==> src/rtl/decode_pipe.sv <==
// RV32I decode stage: registered decode with valid/ready handshake, multi-source forwarding,
// load-use stall detection, write-through register file and a saturating stall counter.

package decode_pipe_pkg;
    localparam int unsigned DATA_W = 32;
    localparam int unsigned ILEN   = 32;
    localparam int unsigned REG_W  = 5;

    localparam logic [6:0] OPC_LUI    = 7'b0110111;
    localparam logic [6:0] OPC_AUIPC  = 7'b0010111;
    localparam logic [6:0] OPC_JAL    = 7'b1101111;
    localparam logic [6:0] OPC_JALR   = 7'b1100111;
    localparam logic [6:0] OPC_BRANCH = 7'b1100011;
    localparam logic [6:0] OPC_LOAD   = 7'b0000011;
    localparam logic [6:0] OPC_STORE  = 7'b0100011;
    localparam logic [6:0] OPC_OP_IMM = 7'b0010011;
    localparam logic [6:0] OPC_OP     = 7'b0110011;
    localparam logic [6:0] OPC_FENCE  = 7'b0001111;

    typedef enum logic [3:0] {
        ALU_ADD, ALU_SUB, ALU_SLL, ALU_SLT, ALU_SLTU, ALU_XOR,
        ALU_SRL, ALU_SRA, ALU_OR, ALU_AND, ALU_PASSB, ALU_NOP
    } alu_op_e;

    typedef struct packed {
        logic            valid;
        logic [ILEN-1:0] pc;
        logic [ILEN-1:0] instr;
    } if_id_t;

    typedef struct packed {
        logic              valid;
        logic              rd_we;
        logic [REG_W-1:0]  rd_s;
        logic [DATA_W-1:0] rd_v;
    } wb_id_t;

    typedef struct packed {
        logic              valid;
        logic [ILEN-1:0]   pc;
        logic [REG_W-1:0]  rd_s;
        logic [REG_W-1:0]  rs1_s;
        logic [REG_W-1:0]  rs2_s;
        logic [DATA_W-1:0] rs1_v;
        logic [DATA_W-1:0] rs2_v;
        logic [ILEN-1:0]   imm;
        alu_op_e           alu_op;
        logic [2:0]        funct3;
        logic              use_imm;
        logic              rd_we;
        logic              is_load;
        logic              is_store;
        logic              is_branch;
        logic              is_jump;
    } id_ex_t;
endpackage

module decode_pipe
    import decode_pipe_pkg::*;
#(
    parameter int unsigned XLEN    = DATA_W,
    parameter int unsigned NUM_FWD = 2,
    parameter int unsigned CNT_W   = 32
) (
    input  logic                      clk_i,
    input  logic                      rst_ni,
    input  logic                      flush_i,
    input  if_id_t                    if_id_i,
    output logic                      id_ready_o,
    input  logic                      ex_ready_i,
    output id_ex_t                    id_ex_o,
    output logic                      illegal_o,
    input  logic [NUM_FWD-1:0]        fwd_valid_i,
    input  logic [NUM_FWD-1:0]        fwd_rd_we_i,
    input  logic [NUM_FWD-1:0]        fwd_is_load_i,
    input  logic [NUM_FWD*REG_W-1:0]  fwd_rd_s_i,
    input  logic [NUM_FWD*XLEN-1:0]   fwd_rd_v_i,
    input  wb_id_t                    wb_id_i,
    output logic [CNT_W-1:0]          stall_cnt_o
);

    logic [XLEN-1:0]             rf_q [32];
    logic [1:0][REG_W-1:0]       rs_s;
    logic [1:0][XLEN-1:0]        rs_v;
    logic [1:0]                  rs_stall;
    id_ex_t                      dec;
    logic                        dec_illegal;
    logic                        out_free_c;
    logic                        hazard_c;
    id_ex_t                      id_ex_d, id_ex_q;
    logic                        illegal_d, illegal_q;
    logic [CNT_W-1:0]            stall_cnt_d, stall_cnt_q;

    assign rs_s[0] = if_id_i.instr[19:15];
    assign rs_s[1] = if_id_i.instr[24:20];

    // Register file; x0 never written.
    always_ff @(posedge clk_i) begin
        if (!rst_ni) begin
            for (int i = 0; i < 32; i++) rf_q[i] <= '0;
        end else if (wb_id_i.valid && wb_id_i.rd_we && wb_id_i.rd_s != '0) begin
            rf_q[wb_id_i.rd_s] <= wb_id_i.rd_v;
        end
    end

    // Operand resolution: youngest matching source wins, then WB bypass, then regfile.
    always_comb begin
        rs_v     = '0;
        rs_stall = '0;
        for (int n = 0; n < 2; n++) begin
            rs_v[n] = rf_q[rs_s[n]];
            if (wb_id_i.valid && wb_id_i.rd_we && wb_id_i.rd_s == rs_s[n]) begin
                rs_v[n] = wb_id_i.rd_v;
            end
            for (int k = int'(NUM_FWD) - 1; k >= 0; k--) begin
                if (fwd_valid_i[k] && fwd_rd_we_i[k] && fwd_rd_s_i[k*REG_W +: REG_W] == rs_s[n]) begin
                    rs_v[n]     = fwd_rd_v_i[k*XLEN +: XLEN];
                    rs_stall[n] = fwd_is_load_i[k];
                end
            end
            if (rs_s[n] == '0) begin
                rs_v[n]     = '0;
                rs_stall[n] = 1'b0;
            end
        end
    end

    function automatic alu_op_e alu_from_f3(input logic [2:0] f3, input logic alt);
        alu_op_e op;
        case (f3)
            3'b000:  op = alt ? ALU_SUB : ALU_ADD;
            3'b001:  op = ALU_SLL;
            3'b010:  op = ALU_SLT;
            3'b011:  op = ALU_SLTU;
            3'b100:  op = ALU_XOR;
            3'b101:  op = alt ? ALU_SRA : ALU_SRL;
            3'b110:  op = ALU_OR;
            default: op = ALU_AND;
        endcase
        return op;
    endfunction

    // Instruction decode.
    always_comb begin
        logic [ILEN-1:0] ins;
        ins             = if_id_i.instr;
        dec             = '0;
        dec.alu_op      = ALU_NOP;
        dec_illegal     = 1'b0;
        dec.valid       = if_id_i.valid;
        dec.pc          = if_id_i.pc;
        dec.rd_s        = ins[11:7];
        dec.rs1_s       = rs_s[0];
        dec.rs2_s       = rs_s[1];
        dec.rs1_v       = rs_v[0];
        dec.rs2_v       = rs_v[1];
        dec.funct3      = ins[14:12];
        case (ins[6:0])
            OPC_LUI: begin
                dec.rd_we = 1'b1; dec.use_imm = 1'b1; dec.alu_op = ALU_PASSB;
                dec.imm   = {ins[31:12], 12'b0};
            end
            OPC_AUIPC: begin
                dec.rd_we = 1'b1; dec.use_imm = 1'b1; dec.alu_op = ALU_ADD;
                dec.imm   = {ins[31:12], 12'b0};
            end
            OPC_JAL: begin
                dec.rd_we = 1'b1; dec.use_imm = 1'b1; dec.is_jump = 1'b1; dec.alu_op = ALU_ADD;
                dec.imm   = {{12{ins[31]}}, ins[19:12], ins[20], ins[30:21], 1'b0};
            end
            OPC_JALR: begin
                dec.rd_we = 1'b1; dec.use_imm = 1'b1; dec.is_jump = 1'b1; dec.alu_op = ALU_ADD;
                dec.imm   = {{20{ins[31]}}, ins[31:20]};
            end
            OPC_BRANCH: begin
                dec.is_branch = 1'b1; dec.alu_op = ALU_SUB;
                dec.imm       = {{20{ins[31]}}, ins[7], ins[30:25], ins[11:8], 1'b0};
            end
            OPC_LOAD: begin
                dec.rd_we = 1'b1; dec.use_imm = 1'b1; dec.is_load = 1'b1; dec.alu_op = ALU_ADD;
                dec.imm   = {{20{ins[31]}}, ins[31:20]};
            end
            OPC_STORE: begin
                dec.use_imm = 1'b1; dec.is_store = 1'b1; dec.alu_op = ALU_ADD;
                dec.imm     = {{20{ins[31]}}, ins[31:25], ins[11:7]};
            end
            OPC_OP_IMM: begin
                dec.rd_we = 1'b1; dec.use_imm = 1'b1;
                dec.alu_op = alu_from_f3(ins[14:12], ins[30] && ins[14:12] == 3'b101);
                dec.imm    = {{20{ins[31]}}, ins[31:20]};
            end
            OPC_OP: begin
                dec.rd_we  = 1'b1;
                dec.alu_op = alu_from_f3(ins[14:12], ins[30]);
            end
            OPC_FENCE: begin
                dec.alu_op = ALU_NOP;
            end
            default: dec_illegal = 1'b1;
        endcase
    end

    assign out_free_c = !id_ex_q.valid || ex_ready_i;
    assign hazard_c   = |rs_stall;
    assign id_ready_o = flush_i || (out_free_c && !hazard_c);

    // Output register next state: flush, bubble, capture or hold.
    always_comb begin
        id_ex_d     = id_ex_q;
        illegal_d   = illegal_q;
        stall_cnt_d = stall_cnt_q;
        if (flush_i) begin
            id_ex_d.valid = 1'b0;
            illegal_d     = 1'b0;
        end else if (out_free_c && hazard_c && if_id_i.valid) begin
            id_ex_d.valid = 1'b0;
            illegal_d     = 1'b0;
            if (stall_cnt_q != '1) stall_cnt_d = stall_cnt_q + CNT_W'(1);
        end else if (out_free_c) begin
            id_ex_d   = dec;
            illegal_d = dec_illegal && if_id_i.valid;
        end
    end

    always_ff @(posedge clk_i) begin
        if (!rst_ni) begin
            id_ex_q     <= '0;
            illegal_q   <= 1'b0;
            stall_cnt_q <= '0;
        end else begin
            id_ex_q     <= id_ex_d;
            illegal_q   <= illegal_d;
            stall_cnt_q <= stall_cnt_d;
        end
    end

    assign id_ex_o     = id_ex_q;
    assign illegal_o   = illegal_q;
    assign stall_cnt_o = stall_cnt_q;

endmodule
==> config.mk <==
export PLATFORM = sky130hd
export DESIGN_NAME = decode_pipe
export DESIGN_NICKNAME = d
export VERILOG_FILES = /design/src/rtl/decode_pipe.sv
export SDC_FILE = /design/constraint.sdc
export NUM_CORES = 2
export LEC_CHECK = 0
export CAP_MARGIN = 20
export CORE_ASPECT_RATIO = 1.2
export CORE_MARGIN = 4
export CORE_UTILIZATION = 55
export CTS_CLUSTER_SIZE = 40
export DETAILED_ROUTE_END_ITERATION = 12
export PLACE_DENSITY = 0.78
export SLEW_MARGIN = 20
export SYNTH_ARGS = -nofsm -noshare
export SYNTH_HDL_FRONTEND = slang
export SYNTH_SLANG_ARGS = --single-unit
==> constraint.sdc <==
create_clock -name clk_i -period 5.9 [get_ports clk_i]
set_clock_uncertainty 0.1 [all_clocks]
set_input_delay 0.885 -clock clk_i [delete_from_list [all_inputs] [get_ports clk_i]]
set_output_delay 0.885 -clock clk_i [all_outputs]
set_load 0.01 [all_outputs]
; After elaboration in Yosys (flattened, before gate mapping)
; Memories as Yosys holds them, arrays and structs flattened.
; Cells that the tools add are included.
[word_totals]
output_inout_bits = 191
register_bits = 190
ram_bits = 1024
n_memories = 1
elab_cells = 117
inputBits = 188
[op_classes]
n_addsub = 1
muxes = 36
n_bitwise = 3
n_reduce_logical = 35
eq_ne = 23
[mem_list]
columns = memory, words, word_bits, read_ports, rd_clocked_by_memory_dff, write_ports, line_no
row1 = rf_q, 32, 32, 2, 0, 32, 82  ; logic [XLEN-1:0] rf_q [32];
[op_table]
columns = op, n
row1 = $mux 32, 9
row2 = $pmux 32 s5, 1
row3 = $pmux 4 s7, 2
row4 = $add 32x1->32 const B, 1
row5 = $ne 32x32->1 const B, 1
row6 = $reduce_or 32->1, 1
row7 = $eq 5x5->1, 6
row8 = $mux 1, 22
row9 = $eq 7x6->1 const B, 3
row10 = $eq 7x7->1 const B, 3
row11 = $pmux 4 s5, 1
row12 = $logic_and 1x1->1, 15
row13 = $eq 7x5->1 const B, 2
row14 = $reduce_or 7->1, 2
row15 = $logic_not 5->1, 2
row16 = $reduce_or 10->1, 1
row17 = $eq 3x3->1 const B, 3
row18 = $eq 7x2->1 const B, 1
row19 = $eq 7x4->1 const B, 1
row20 = $eq 3x2->1 const B, 2
row21 = $reduce_and 3->1, 2
row22 = $reduce_or 2->1, 3
row23 = $reduce_or 3->1, 2
row24 = $mux 5, 1
row25 = 7 further kinds, 11

; Logic depth before layout (Yosys ltp)
[depth]
ltp_word = 10
mapped_depth = 11
ltp_nobuf = 8

; Least setup slack after synthesis
; Ideal clock, no wire load.
[synth_path]
path_kind = input-to-reg
start = input port wb_id_i[34] (netlist bit)
end = memory rf_q[28][0] (netlist bit) (enable)
arrival_ns = 4.161
required_time_ns = 5.334
path_stages = 6
setup_time_ns = 0.466
path_buffers = 3
path_slack_ns = 1.173
path_cell_list = clkbuf_1 or3_1 clkbuf_1 nand3b_1 clkbuf_1 o21ai_0
[synth_lines]
columns = item, line_no
row1 = start: declaration, 78  ; input wb_id_t wb_id_i,
row2 = end: declaration, 82

; Final worst setup path
[layout_path]
start = input port fwd_rd_s_i[9]
end = output port id_ready_o
[layout_via]
elab_chain_len = 9
elab_cells_between_ends = 14
cone_classes = eq/ne (2) / mux (6) / reduce/logical (6)
[layout_rtl]
columns = item, line_no
row1 = start: declaration, 76  ; input logic [NUM_FWD*REG_W-1:0] fwd_rd_s_i,
row2 = $eq 5x5->1, 116  ; if (fwd_valid_i[k] && fwd_rd_we_i[k] && fwd_rd_s_i[k*REG_W +: REG_W] == rs_s[n]) begin
row3 = $logic_and 1x1->1, 116
row4 = $mux 1 (2 in series), 116
row5 = $mux 1, 121  ; if (rs_s[n] == '0) begin
row6 = $reduce_or 2->1 *, 204  ; assign hazard_c = |rs_stall;
row7 = $logic_not 1->1 *, 205  ; assign id_ready_o = flush_i || (out_free_c && !hazard_c);
row8 = $logic_and 1x1->1 *, 205
row9 = $logic_or 1x1->1 *, 205
row10 = end: declaration, 69  ; output logic id_ready_o,
; Mark *: on every way between the ends. The rest lies on a longest branch, timed or not.

==> impl_results.md <==
- Status: finished, final reports clean
- Clk_lat worst skew: about 0.78 ns
- # hold bufs at CTS: 0
- Initial DRC count: about 8.5k
- Clock tree from TritonCTS: done
- Unrepaired setup endpoints after global routing: false
- Crit path cell chain: clkdlybuf4s50_1, xnor2_1, nand3_1, nor3_1, mux2i_1, o21a_1, a21o_1, clkdlybuf4s50_1
- Layout cells sized above 1: roughly 23%
- Setup CP Type: input pin to output port
- GRT Resource Usage Total: 37.5%
- Area after DPL: 0.0689 mm^2
- Clock buffer depth: 3
- Max incr delay on CP: 0.72 ns
- CP startpoint kind: input pin
- Dpl hpwl: around 140000 um
- Top-count cell post-synth: edfxtp_1
- H-tree Lvls: 3
- Synth cell count leaders: edfxtp_1 (1024), and2_1 (996), mux4_2 (602)
- Number of gates resized after cts: 0
- Most Frequent Cell on Critical Path: clkdlybuf4s50_1
- First-pass GRT wire length: 316000 um
- CP top delay family: buffers and inverters
- # DRC: 0
- Crit path max fanout: 4
- GR Overflow Total: 0
- CP endpoint kind: output port
- Final setup vio count: 0
- Setup bufs post-CTS: 0
- Avg Cell Area, Syn: about 14 um^2
- Synth top area cells: edfxtp_1 (49%), mux4_2 (22%), and2_1 (9.9%)
- Layout area overhead: 16.5%
- Final instance area: 0.0730 mm^2
- Relative slew slack: 15.3%
- Port bufs: between 300 and 400
- Vias: 45.0k
- Synth Warn #: 0
- Yosys top cell by area: edfxtp_1
- Root Driver: clkbuf_16
- Routability-driven placement congestion ratio: 0.987
- TritonCTS buffer count: 121
- Tightest Hold Check Type: flip-flop to flip-flop
- Row count: between 100 and 150
- Hold path depth: 2
- Fillers: 7775
- Ports: 379
- Final Slew Violations: 0
- Final WL: 225000 um
- Netlist cell types: 55
- Post-synth EDFFs: 1024
- Largest net degree at the start of global routing: 94
- Top FF cell, synth: edfxtp_1
- Fraction of registers with async set/reset: 0%
- Mapped Area: 0.0627 mm^2
- Worst EP arrival: 4.04 ns
- Path depth of the worst reg2reg path: 7
- Max Freq: 0.199 GHz
- Drt via density: 7.18
- Clock transition at the registers of the reported paths: 0.06 ns
- Max-cap violations: 0
- Seq/Total Area, Yosys: 55.1%
- Worst Max-Slew Pin Slew: 1.26 ns
- TNS Setup: 0 ns
- Antenna viol nets, final: 0
- CTS Sinks: 1214
- Crit path time final: 5.03 ns
- Req. time, crit path: 4.91 ns
- Wire length per cell: 35.8 um
- Max rail drop VDD: ~0.27 mV
- Core area: 0.113 mm^2
- NumNets Final: 4835
- Pre-antenna DRT Iters: 12
- Vias in the first global route: 44.0k
- Final hold viol count: 0
- Post-layout util: 64.6%
- Initial antenna violation count: 11
- Final period util: 85.2%
- Leakage: 0.0248 uW
- Slowest CP cell: clkdlybuf4s50_1
- Die Span Y: 378 um
- CP Depth: 8
- Yosys reg bits: between 1k and 1.5k
- Die area: 0.119 mm^2
- Pwr Density: 283 mW/mm^2
- Yosys top cell area share: between 40% and 50%
- Buf+Inv Stages, Crit Path: 2
- Starting Density: 55.5%
- Die width: around 320 um
- Syn Inst Count: 4388
-- metrics by stage --
stage	power [uW]	cells	setup WS (ns)	hold slack, ns
global route	21200	6263	0.995	0.365
finish	20700	6275	0.872	0.349
detailed placement	12900	6028	1.15	0.332
global placement	12800	6027	1.24	0.340
floorplan	11600	4419	1.17	0.363
CTS	20600	6258	1.14	0.348
-- cell usage in the layout (no fill, tap or decap), types with 12 or more instances in the layout --
cell / count
edfxtp_1: 1024
and2_1: 996
mux4_2: 602
clkdlybuf4s50_1: 362
nand2_1: 219
dfxtp_1: 190
buf_4: 157
clkbuf_16: 122
a21oi_1: 113
nor2_1: 101
o21ai_0: 67
o22ai_1: 65
a22o_1: 51
a22oi_1: 47
a211oi_1: 42
nor3_1: 41
xnor2_1: 36
conb_1: 32
o21ai_4: 31
mux2i_1: 31
a221oi_1: 29
nand3_1: 28
clkinv_2: 28
buf_12: 27
clkbuf_1: 23
o221ai_1: 20
clkinv_1: 20
nor2_4: 19
xor2_1: 16
diode_2: 15
nor2_2: 14
nand2b_1: 14
and3_1: 12
nor4_1: 12
bufinv_16: 12
-- final timing paths --
check	start	slack, ns	end
max	fwd_rd_s_i[9]	0.87	id_ready_o
min	id_ex_o[20]$_SDFFE_PN0P_	0.35	id_ex_o[20]$_SDFFE_PN0P_
max reg2reg	rf_q[15][16]$_SDFFCE_PN0P_	2.30	id_ex_o[93]$_SDFFE_PN0P_
min reg2reg	id_ex_o[20]$_SDFFE_PN0P_	0.35	id_ex_o[20]$_SDFFE_PN0P_
-- state kept, by name (all words and copies together) (netlist names) --
signal and cells:
id_ex_o 157, stall_cnt_o 32, rf_q 1024, illegal_o 1
-- report_power, final --
part | leakage (uW) | switching (uW) | internal, uW
logic | 0.0115 | 1550 | 1230
registers | 0.0113 | 273 | 9750
clock network | 0.00197 | 3470 | 4410
-- cell type report --
type	instances	area (um^2)	area share, %
Clock buffer	151	3220	4.41
Timing Repair Buffer	560	5500	7.54
Antenna cell	15	37.5	0.0514
Inverter	9	38.8	0.0531
Clock inverter	79	795	1.09
Sequential cell	1214	34600	47.3
Multi-Input combinational cell	2740	27000	37.0
Tap cell	1507	1890	2.58
-- metal layers --
metal	GRT usage, %	share of wire (%)	up-vias
met5	1.20	0.11	-
li1	-	-	17300
met4	26.0	8.7	6
met1	46.0	31	22200
met2	55.7	44	4485
met3	13.5	16	1038
-- logic make-up (layout without fill, tap and decap cells) --
group,after synthesis,count (layout),share of synthesized area [%]
and+or+nand+nor,1522,1522,13.8
DFF,1214,1214,55.1
muxes,640,640,22.3
AOI/OAI and AO/OA,493,493,5.12
buffers and inverters,465,799,2.95
xor gates and xnor gates,52,52,0.727
adders and majority gates,1,1,0.0200
other,1,47,0.00598
-- worst reg2reg max path, stage by stage, from the launching register on --
cell and delay [ns]:
edfxtp_1 0.41, mux4_2 0.49, mux2_2 0.30, a211oi_1 1.01, nor4_1 0.11, a211oi_1 0.27
o21ai_0 0.46, a22o_1 0.33
No activity file was read; power rests on OpenSTA's default activity.
